### src/rtl/ethernet_link_selector_pkg.sv
// Shared types for the Ethernet link selector: RX frame bus, link selection
// codes and selector FSM states.
package ethernet_link_selector_pkg;

  localparam int RX_DATA_W = 64;
  localparam int RX_BV_W   = 4;

  typedef enum logic [1:0] {
    LINK_NONE  = 2'd0,
    LINK_BASER = 2'd1,
    LINK_BASET = 2'd2
  } link_sel_t;

  typedef enum logic [1:0] {
    ST_NONE  = 2'd0,
    ST_BASER = 2'd1,
    ST_BASET = 2'd2,
    ST_DRAIN = 2'd3
  } sel_state_t;

  typedef struct packed {
    logic                 start;
    logic                 data_valid;
    logic [RX_BV_W-1:0]   bytes_valid;
    logic [RX_DATA_W-1:0] data;
    logic                 commit;
    logic                 drop;
  } eth_rx_bus_t;

  function automatic link_sel_t state_to_link(input sel_state_t s);
    case (s)
      ST_BASER: return LINK_BASER;
      ST_BASET: return LINK_BASET;
      default:  return LINK_NONE;
    endcase
  endfunction

  // A frame closes on commit/drop; a start+commit beat leaves the flag clear.
  function automatic logic in_frame_after(input logic in_frame, input eth_rx_bus_t bus);
    if (bus.commit || bus.drop) return 1'b0;
    if (bus.start) return 1'b1;
    return in_frame;
  endfunction

endpackage

### src/rtl/ethernet_link_selector_debouncer.sv
// Counts consecutive link-up cycles; the link becomes eligible once the count
// saturates at HOLDOFF_CYCLES and loses eligibility on any low cycle.
module ethernet_link_selector_debouncer #(
  parameter int unsigned HOLDOFF_CYCLES = 1000000
) (
  input  logic clk_i,
  input  logic rst_i,
  input  logic link_up_i,
  output logic eligible_o
);

  localparam int unsigned CNT_W = (HOLDOFF_CYCLES == 0) ? 1 : $clog2(HOLDOFF_CYCLES + 1);
  localparam logic [CNT_W-1:0] HOLDOFF = CNT_W'(HOLDOFF_CYCLES);

  logic [CNT_W-1:0] count_q, count_d;

  always_comb begin
    count_d = count_q;
    if (!link_up_i) begin
      count_d = '0;
    end else if (count_q != HOLDOFF) begin
      count_d = count_q + CNT_W'(1);
    end
  end

  always_ff @(posedge clk_i) begin
    if (rst_i) begin
      count_q <= '0;
    end else begin
      count_q <= count_d;
    end
  end

  assign eligible_o = link_up_i && (count_q == HOLDOFF);

endmodule

### src/rtl/ethernet_link_selector.sv
// Selects the 10G (BASE-R) or 1G (BASE-T) RX frame stream, switching only at
// frame boundaries and truncating with a drop strobe when the active link dies.
module ethernet_link_selector
  import ethernet_link_selector_pkg::*;
#(
  parameter int unsigned HOLDOFF_CYCLES = 1000000,
  parameter int unsigned CTR_WIDTH      = 32
) (
  input  logic                 clk_i,
  input  logic                 rst_i,
  input  logic                 baser_link_up_i,
  input  logic                 baset_link_up_i,
  input  logic                 baser_rx_start_i,
  input  logic                 baser_rx_data_valid_i,
  input  logic [RX_BV_W-1:0]   baser_rx_bytes_valid_i,
  input  logic [RX_DATA_W-1:0] baser_rx_data_i,
  input  logic                 baser_rx_commit_i,
  input  logic                 baser_rx_drop_i,
  input  logic                 baset_rx_start_i,
  input  logic                 baset_rx_data_valid_i,
  input  logic [RX_BV_W-1:0]   baset_rx_bytes_valid_i,
  input  logic [RX_DATA_W-1:0] baset_rx_data_i,
  input  logic                 baset_rx_commit_i,
  input  logic                 baset_rx_drop_i,
  output logic                 muxed_rx_start_o,
  output logic                 muxed_rx_data_valid_o,
  output logic [RX_BV_W-1:0]   muxed_rx_bytes_valid_o,
  output logic [RX_DATA_W-1:0] muxed_rx_data_o,
  output logic                 muxed_rx_commit_o,
  output logic                 muxed_rx_drop_o,
  output logic [1:0]           active_link_o,
  output logic                 link_up_o,
  output logic [CTR_WIDTH-1:0] perf_switchovers_o,
  output logic [CTR_WIDTH-1:0] perf_truncated_o
);

  localparam int NUM_LINKS = 2;  // index 0 = BASE-R, index 1 = BASE-T

  logic [NUM_LINKS-1:0] link_up_vec;
  logic [NUM_LINKS-1:0] eligible;
  logic [NUM_LINKS-1:0] in_frame_q, in_frame_d;
  eth_rx_bus_t          src_bus [NUM_LINKS];

  assign link_up_vec = {baset_link_up_i, baser_link_up_i};

  assign src_bus[0] = '{start: baser_rx_start_i, data_valid: baser_rx_data_valid_i,
                        bytes_valid: baser_rx_bytes_valid_i, data: baser_rx_data_i,
                        commit: baser_rx_commit_i, drop: baser_rx_drop_i};
  assign src_bus[1] = '{start: baset_rx_start_i, data_valid: baset_rx_data_valid_i,
                        bytes_valid: baset_rx_bytes_valid_i, data: baset_rx_data_i,
                        commit: baset_rx_commit_i, drop: baset_rx_drop_i};

  generate
    for (genvar gi = 0; gi < NUM_LINKS; gi++) begin : g_link
      ethernet_link_selector_debouncer #(
        .HOLDOFF_CYCLES(HOLDOFF_CYCLES)
      ) u_debouncer (
        .clk_i      (clk_i),
        .rst_i      (rst_i),
        .link_up_i  (link_up_vec[gi]),
        .eligible_o (eligible[gi])
      );
      // Tracked regardless of selection so a late switch knows to wait for a start.
      assign in_frame_d[gi] = in_frame_after(in_frame_q[gi], src_bus[gi]);
    end
  endgenerate

  sel_state_t           state_q, state_d, pref;
  logic                 suppress_q, suppress_d;
  logic                 out_open_q, out_open_d;
  logic                 pref_in_frame, cur_elig, trunc_inc, switch_inc;
  eth_rx_bus_t          out_q, out_d, cur_bus;
  logic [CTR_WIDTH-1:0] switch_cnt_q, trunc_cnt_q;

  always_comb begin
    pref = ST_NONE;
    if (eligible[0]) begin
      pref = ST_BASER;
    end else if (eligible[1]) begin
      pref = ST_BASET;
    end
  end

  assign pref_in_frame = (pref == ST_BASER) ? in_frame_d[0] :
                         (pref == ST_BASET) ? in_frame_d[1] : 1'b0;
  assign cur_bus  = (state_q == ST_BASET) ? src_bus[1]  : src_bus[0];
  assign cur_elig = (state_q == ST_BASET) ? eligible[1] : eligible[0];

  always_comb begin
    state_d    = state_q;
    suppress_d = suppress_q;
    out_open_d = out_open_q;
    out_d      = '0;
    trunc_inc  = 1'b0;
    case (state_q)
      ST_BASER, ST_BASET: begin
        if (!cur_elig) begin
          if (out_open_q) begin
            out_d.drop = 1'b1;
            out_open_d = 1'b0;
            trunc_inc  = 1'b1;
            state_d    = ST_DRAIN;
          end else begin
            state_d    = pref;
            suppress_d = pref_in_frame;
          end
        end else begin
          if (!suppress_q || cur_bus.start) begin
            out_d      = cur_bus;
            suppress_d = 1'b0;
            out_open_d = in_frame_after(out_open_q, cur_bus);
          end
          // Hand over only once the downstream frame is closed.
          if ((pref != state_q) && !out_open_d) begin
            state_d    = pref;
            suppress_d = pref_in_frame;
          end
        end
      end
      default: begin
        state_d    = pref;
        suppress_d = pref_in_frame;
        out_open_d = 1'b0;
      end
    endcase
  end

  assign switch_inc = (state_to_link(state_d) != state_to_link(state_q));

  always_ff @(posedge clk_i) begin
    if (rst_i) begin
      state_q      <= ST_NONE;
      suppress_q   <= 1'b0;
      out_open_q   <= 1'b0;
      out_q        <= '0;
      in_frame_q   <= '0;
      switch_cnt_q <= '0;
      trunc_cnt_q  <= '0;
    end else begin
      state_q      <= state_d;
      suppress_q   <= suppress_d;
      out_open_q   <= out_open_d;
      out_q        <= out_d;
      in_frame_q   <= in_frame_d;
      switch_cnt_q <= switch_cnt_q + CTR_WIDTH'(switch_inc);
      trunc_cnt_q  <= trunc_cnt_q + CTR_WIDTH'(trunc_inc);
    end
  end

  assign muxed_rx_start_o       = out_q.start;
  assign muxed_rx_data_valid_o  = out_q.data_valid;
  assign muxed_rx_bytes_valid_o = out_q.bytes_valid;
  assign muxed_rx_data_o        = out_q.data;
  assign muxed_rx_commit_o      = out_q.commit;
  assign muxed_rx_drop_o        = out_q.drop;
  assign active_link_o          = state_to_link(state_q);
  assign link_up_o              = (state_to_link(state_q) != LINK_NONE);
  assign perf_switchovers_o     = switch_cnt_q;
  assign perf_truncated_o       = trunc_cnt_q;

endmodule
### config.mk
export PLATFORM = sky130hd
export DESIGN_NAME = ethernet_link_selector
export DESIGN_NICKNAME = d
export VERILOG_FILES = /design/src/rtl/ethernet_link_selector_pkg.sv /design/src/rtl/ethernet_link_selector_debouncer.sv /design/src/rtl/ethernet_link_selector.sv
export SDC_FILE = /design/constraint.sdc
export NUM_CORES = 1
export LEC_CHECK = 0
export ABC_CLOCK_PERIOD_IN_PS = 5400
export CAP_MARGIN = 40
export CORE_MARGIN = 1
export CORE_UTILIZATION = 45
export DETAILED_ROUTE_END_ITERATION = 8
export PLACE_DENSITY = 0.81
export SYNTH_ARGS = -nofsm -noshare
export SYNTH_HDL_FRONTEND = slang
export SYNTH_HIERARCHICAL = 1
export SYNTH_SLANG_ARGS = --single-unit
### constraint.sdc
create_clock -name clk_i -period 5.4 [get_ports clk_i]
set_clock_uncertainty 0.2 [all_clocks]
set_input_delay 1.62 -clock clk_i [delete_from_list [all_inputs] [get_ports clk_i]]
set_output_delay 1.62 -clock clk_i [all_outputs]
set_load 0.01 [all_outputs]
==> results.yml <==
setup_path:
  cp_data_arrival_time_ns: 5.21
  cp-end-kind: "flip-flop"
  critical_path_class: "input pin to flip-flop"
  worstSetupStartpoint: "baset_link_up_i"
  worstPathMaxFanout: 9
  r2r_end: "perf_switchovers_o[28]$_SDFF_PP0_"
  endpoint: "perf_switchovers_o[28]$_SDFF_PP0_"
  rrSetupSlack_ns: 0.83
  reg2reg_depth: 17
  cp-start-kind: "input pin"
  worstPathRequired_ns: 5.55
  regToRegStartpoint: "g_link[1].u_debouncer/count_q[0]$_SDFFE_PP0P_"
outcome:
  outcome: "finished clean"
grt:
  grt_overflow_total: 0
  grtUsageTotal_pct: 24.5
  grt_pass1_vias: 6770
  grt_max_degree: 71
  antenna_found_initial: 1
  grt_pass1_wl_um: 34200
cts:
  clkLatencyLatePin_ns: 0.42
  root_buffer: "clkbuf_16"
  cts_tree: "yes"
  cts.path.max_buffers: 2
  cts_max_level: 4
  cts_hold_buf: 0
  numCtsBuffers: 17
  cts_setup_buffers: 0
  cts_resized: 0
  clk_pin_slew_worst_paths_ns: 0.07
  cts_num_sinks: 182
synthesis:
  syn_inst: 851
  syn_nets: 1010
  async_flop_share_pct: 0
  yosys_warnings: 6
  synth_cell_types: 59
  synth-seq-cells: 182
  ys.flop_type: "dfxtp_1"
  netlist_area_um2: 7830
  postSynthAreaPerCell_um2: 9.20
  yosysSeqAreaShare_pct: 46.5
  synth_edf_count: 0
die:
  die_h_um: 134
  rows: 47
  start_util_pct: 46.7
  core_area_um2: 16800
  io_pins: 287
  dieArea_um2: 17900
  die_x_um: 134
drt:
  drc: 0
  post_drt_wl_per_cell_um: 16.1
  drt_iter0_markers: 341
  wl_um: 21800
  vias: 7135
  viasPerCell: 5.24
  dr.pass1.iters: 5
  final_antenna_net_count: 0
cells_and_area:
  area_growth_pct: 47.1
  n_fill_cell: 1326
  fin_nets: 1288
  fin_cells: 1361
  fin_util_pct: 68.7
  antenna_cells: 0
  drive_gt1_share_pct: 5.96
pwr:
  ir_drop_v: 0.000209
  cellPowerDensity_nw_per_um2: 245
  total_power_mw: 2.82
  p_leak_nw: 4.02
timing:
  finalSetupViolations: 0
  worst_slack_ns: 0.335
  period_share_pct: 93.8
  max_slew_margin_pct: 50.1
  slew_violations: 0
  finalCriticalPeriod_ns: 5.06
  tightest_slew_ns: 0.748
  hold_violations: 0
  rsz0062_at_grt: "no"
  fmax_mhz: 197
place:
  io_buffers: 286
  gp_congestion: 0.852
  dp.cells: 1330
  place_ws_ns: -0.0478
  dp_hpwl_um: 16600
min_path:
  hold_class: "flip-flop to flip-flop"
job:
  maxCapViolations: 0
placed cells by master (no fill, tap or decap), drive strengths merged, types with 20 or more instances in the layout:
cell | synthesis | routed
clkdlybuf4s50 | 0 | 285
dfxtp | 182 | 182
nor2 | 158 | 158
mux2i | 73 | 73
xor2 | 44 | 44
nand2 | 43 | 43
nand3 | 34 | 34
a21oi | 32 | 32
o21ai | 27 | 27
nand4 | 26 | 26
xnor2 | 22 | 22
nor3 | 22 | 22
inv | 19 | 22
clkbuf | 23 | 20
or3 | 20 | 20
state kept, by name (all words and copies together), names as in the netlist:
name                        cells
g_link.u_debouncer/count_q     40
in_frame_q                      2
muxed_rx_bytes_valid_o          4
muxed_rx_commit_o               1
muxed_rx_data_o                64
muxed_rx_data_valid_o           1
muxed_rx_drop_o                 1
muxed_rx_start_o                1
out_open_q                      1
perf_switchovers_o             32
perf_truncated_o               32
state_q                         2
suppress_q                      1
power by group:
part           internal (mW)  switching, mW  leakage, nW
clock network          0.801          0.524        0.303
logic                  0.108         0.0457         2.25
registers               1.34        0.00178         1.47
total                   2.25          0.571         4.02
layer usage:
metal	GRT usage [%]	routed length (um)	vias to the layer above
met3	7.56	1540	41
li1	-	-	3513
met1	26.3	8430	3319
met5	0	0	-
met4	10.9	719	0
met2	43.8	11200	262
how the worst min path moves through the flow:
stage | start | end | slack, ns | cells past startpoint
floorplan | g_link[0].u_debouncer/count_q[19]$_SDFFE_PP0P_ | g_link[0].u_debouncer/count_q[19]$_SDFFE_PP0P_ | 0.27 | 2
global placement | perf_switchovers_o[27]$_SDFF_PP0_ | perf_switchovers_o[27]$_SDFF_PP0_ | 0.28 | 2
detailed placement | perf_switchovers_o[27]$_SDFF_PP0_ | perf_switchovers_o[27]$_SDFF_PP0_ | 0.29 | 2
CTS | perf_switchovers_o[27]$_SDFF_PP0_ | perf_switchovers_o[27]$_SDFF_PP0_ | 0.31 | 2
global route | perf_truncated_o[9]$_SDFF_PP0_ | perf_truncated_o[9]$_SDFF_PP0_ | 0.33 | 2
finish | perf_truncated_o[9]$_SDFF_PP0_ | perf_truncated_o[9]$_SDFF_PP0_ | 0.31 | 2
metrics by stage:
stage / TNS, ns / cell area, um^2 / hold slack, ns
final: 0 / 11500 / 0.306
after global routing: 0 / 11500 / 0.332
after CTS: 0 / 11500 / 0.305
after detailed placement: -0.148 / 10900 / 0.294
after global placement: 0 / 10900 / 0.281
after floorplan: 0 / 7830 / 0.267
layout make-up:
class,instances,area [um^2],area share [%]
multi-input combinational,616,3980,34.5
timing repair buffer,293,2920,25.4
inverter,19,71.3,0.619
clock inverter,11,171,1.49
sequential,182,3640,31.6
tap,220,275,2.39
clock buffer,20,457,3.97
Yosys cell counts (2+ instances only):
cell | instances | area [um^2]
nor2_1 | 158 | 593
a211o_1 | 2 | 17.5
mux2_2 | 4 | 45.0
nor3_1 | 21 | 105
nand3_1 | 33 | 165
nor4_1 | 7 | 43.8
a21oi_1 | 32 | 160
or4_1 | 4 | 30.0
or3_2 | 4 | 30.0
nand3b_1 | 2 | 15.0
ha_1 | 11 | 138
mux2i_1 | 72 | 721
nand2b_1 | 5 | 31.3
a31o_2 | 5 | 43.8
buf_2 | 9 | 45.0
o21ai_0 | 25 | 125
clkbuf_1 | 23 | 86.3
nor4b_1 | 3 | 26.3
xor2_1 | 44 | 385
or4_4 | 2 | 22.5
xnor2_1 | 22 | 193
nand4_1 | 21 | 131
or4bb_1 | 2 | 22.5
a32oi_1 | 2 | 17.5
nand4b_1 | 5 | 43.8
and2_1 | 2 | 12.5
inv_1 | 19 | 71.3
or3_1 | 16 | 100
o211ai_1 | 3 | 22.5
nor2b_1 | 12 | 75.1
o21ai_1 | 2 | 10.0
nand4_2 | 4 | 50.1
or2_2 | 2 | 12.5
and4_1 | 16 | 140
nand2_1 | 42 | 158
and3_1 | 11 | 68.8
dfxtp_1 | 182 | 3640
logic make-up after synthesis:
group | Yosys count | synth area share, %
AOI/OAI and AO/OA | 81 | 6.14
xor gates and xnor gates | 66 | 7.38
adders and majority gates | 11 | 1.76
buffers and inverters | 53 | 2.83
DFF | 182 | 46.5
muxes | 77 | 9.96
and+or+nand+nor | 381 | 25.4
critical path: stages:
cell and delay (ns):
clkdlybuf4s50_1 0.50, and3_1 0.30, mux2i_1 0.22, a211oi_1 0.30
a22oi_1 0.14, a31o_2 0.29, nor4b_1 0.15, nor3_1 0.27
ha_1 0.20, ha_1 0.21, and3_1 0.22, nand4_2 0.23
or3_1 0.40, a21oi_1 0.15
(Power assumes the default switching activity.)
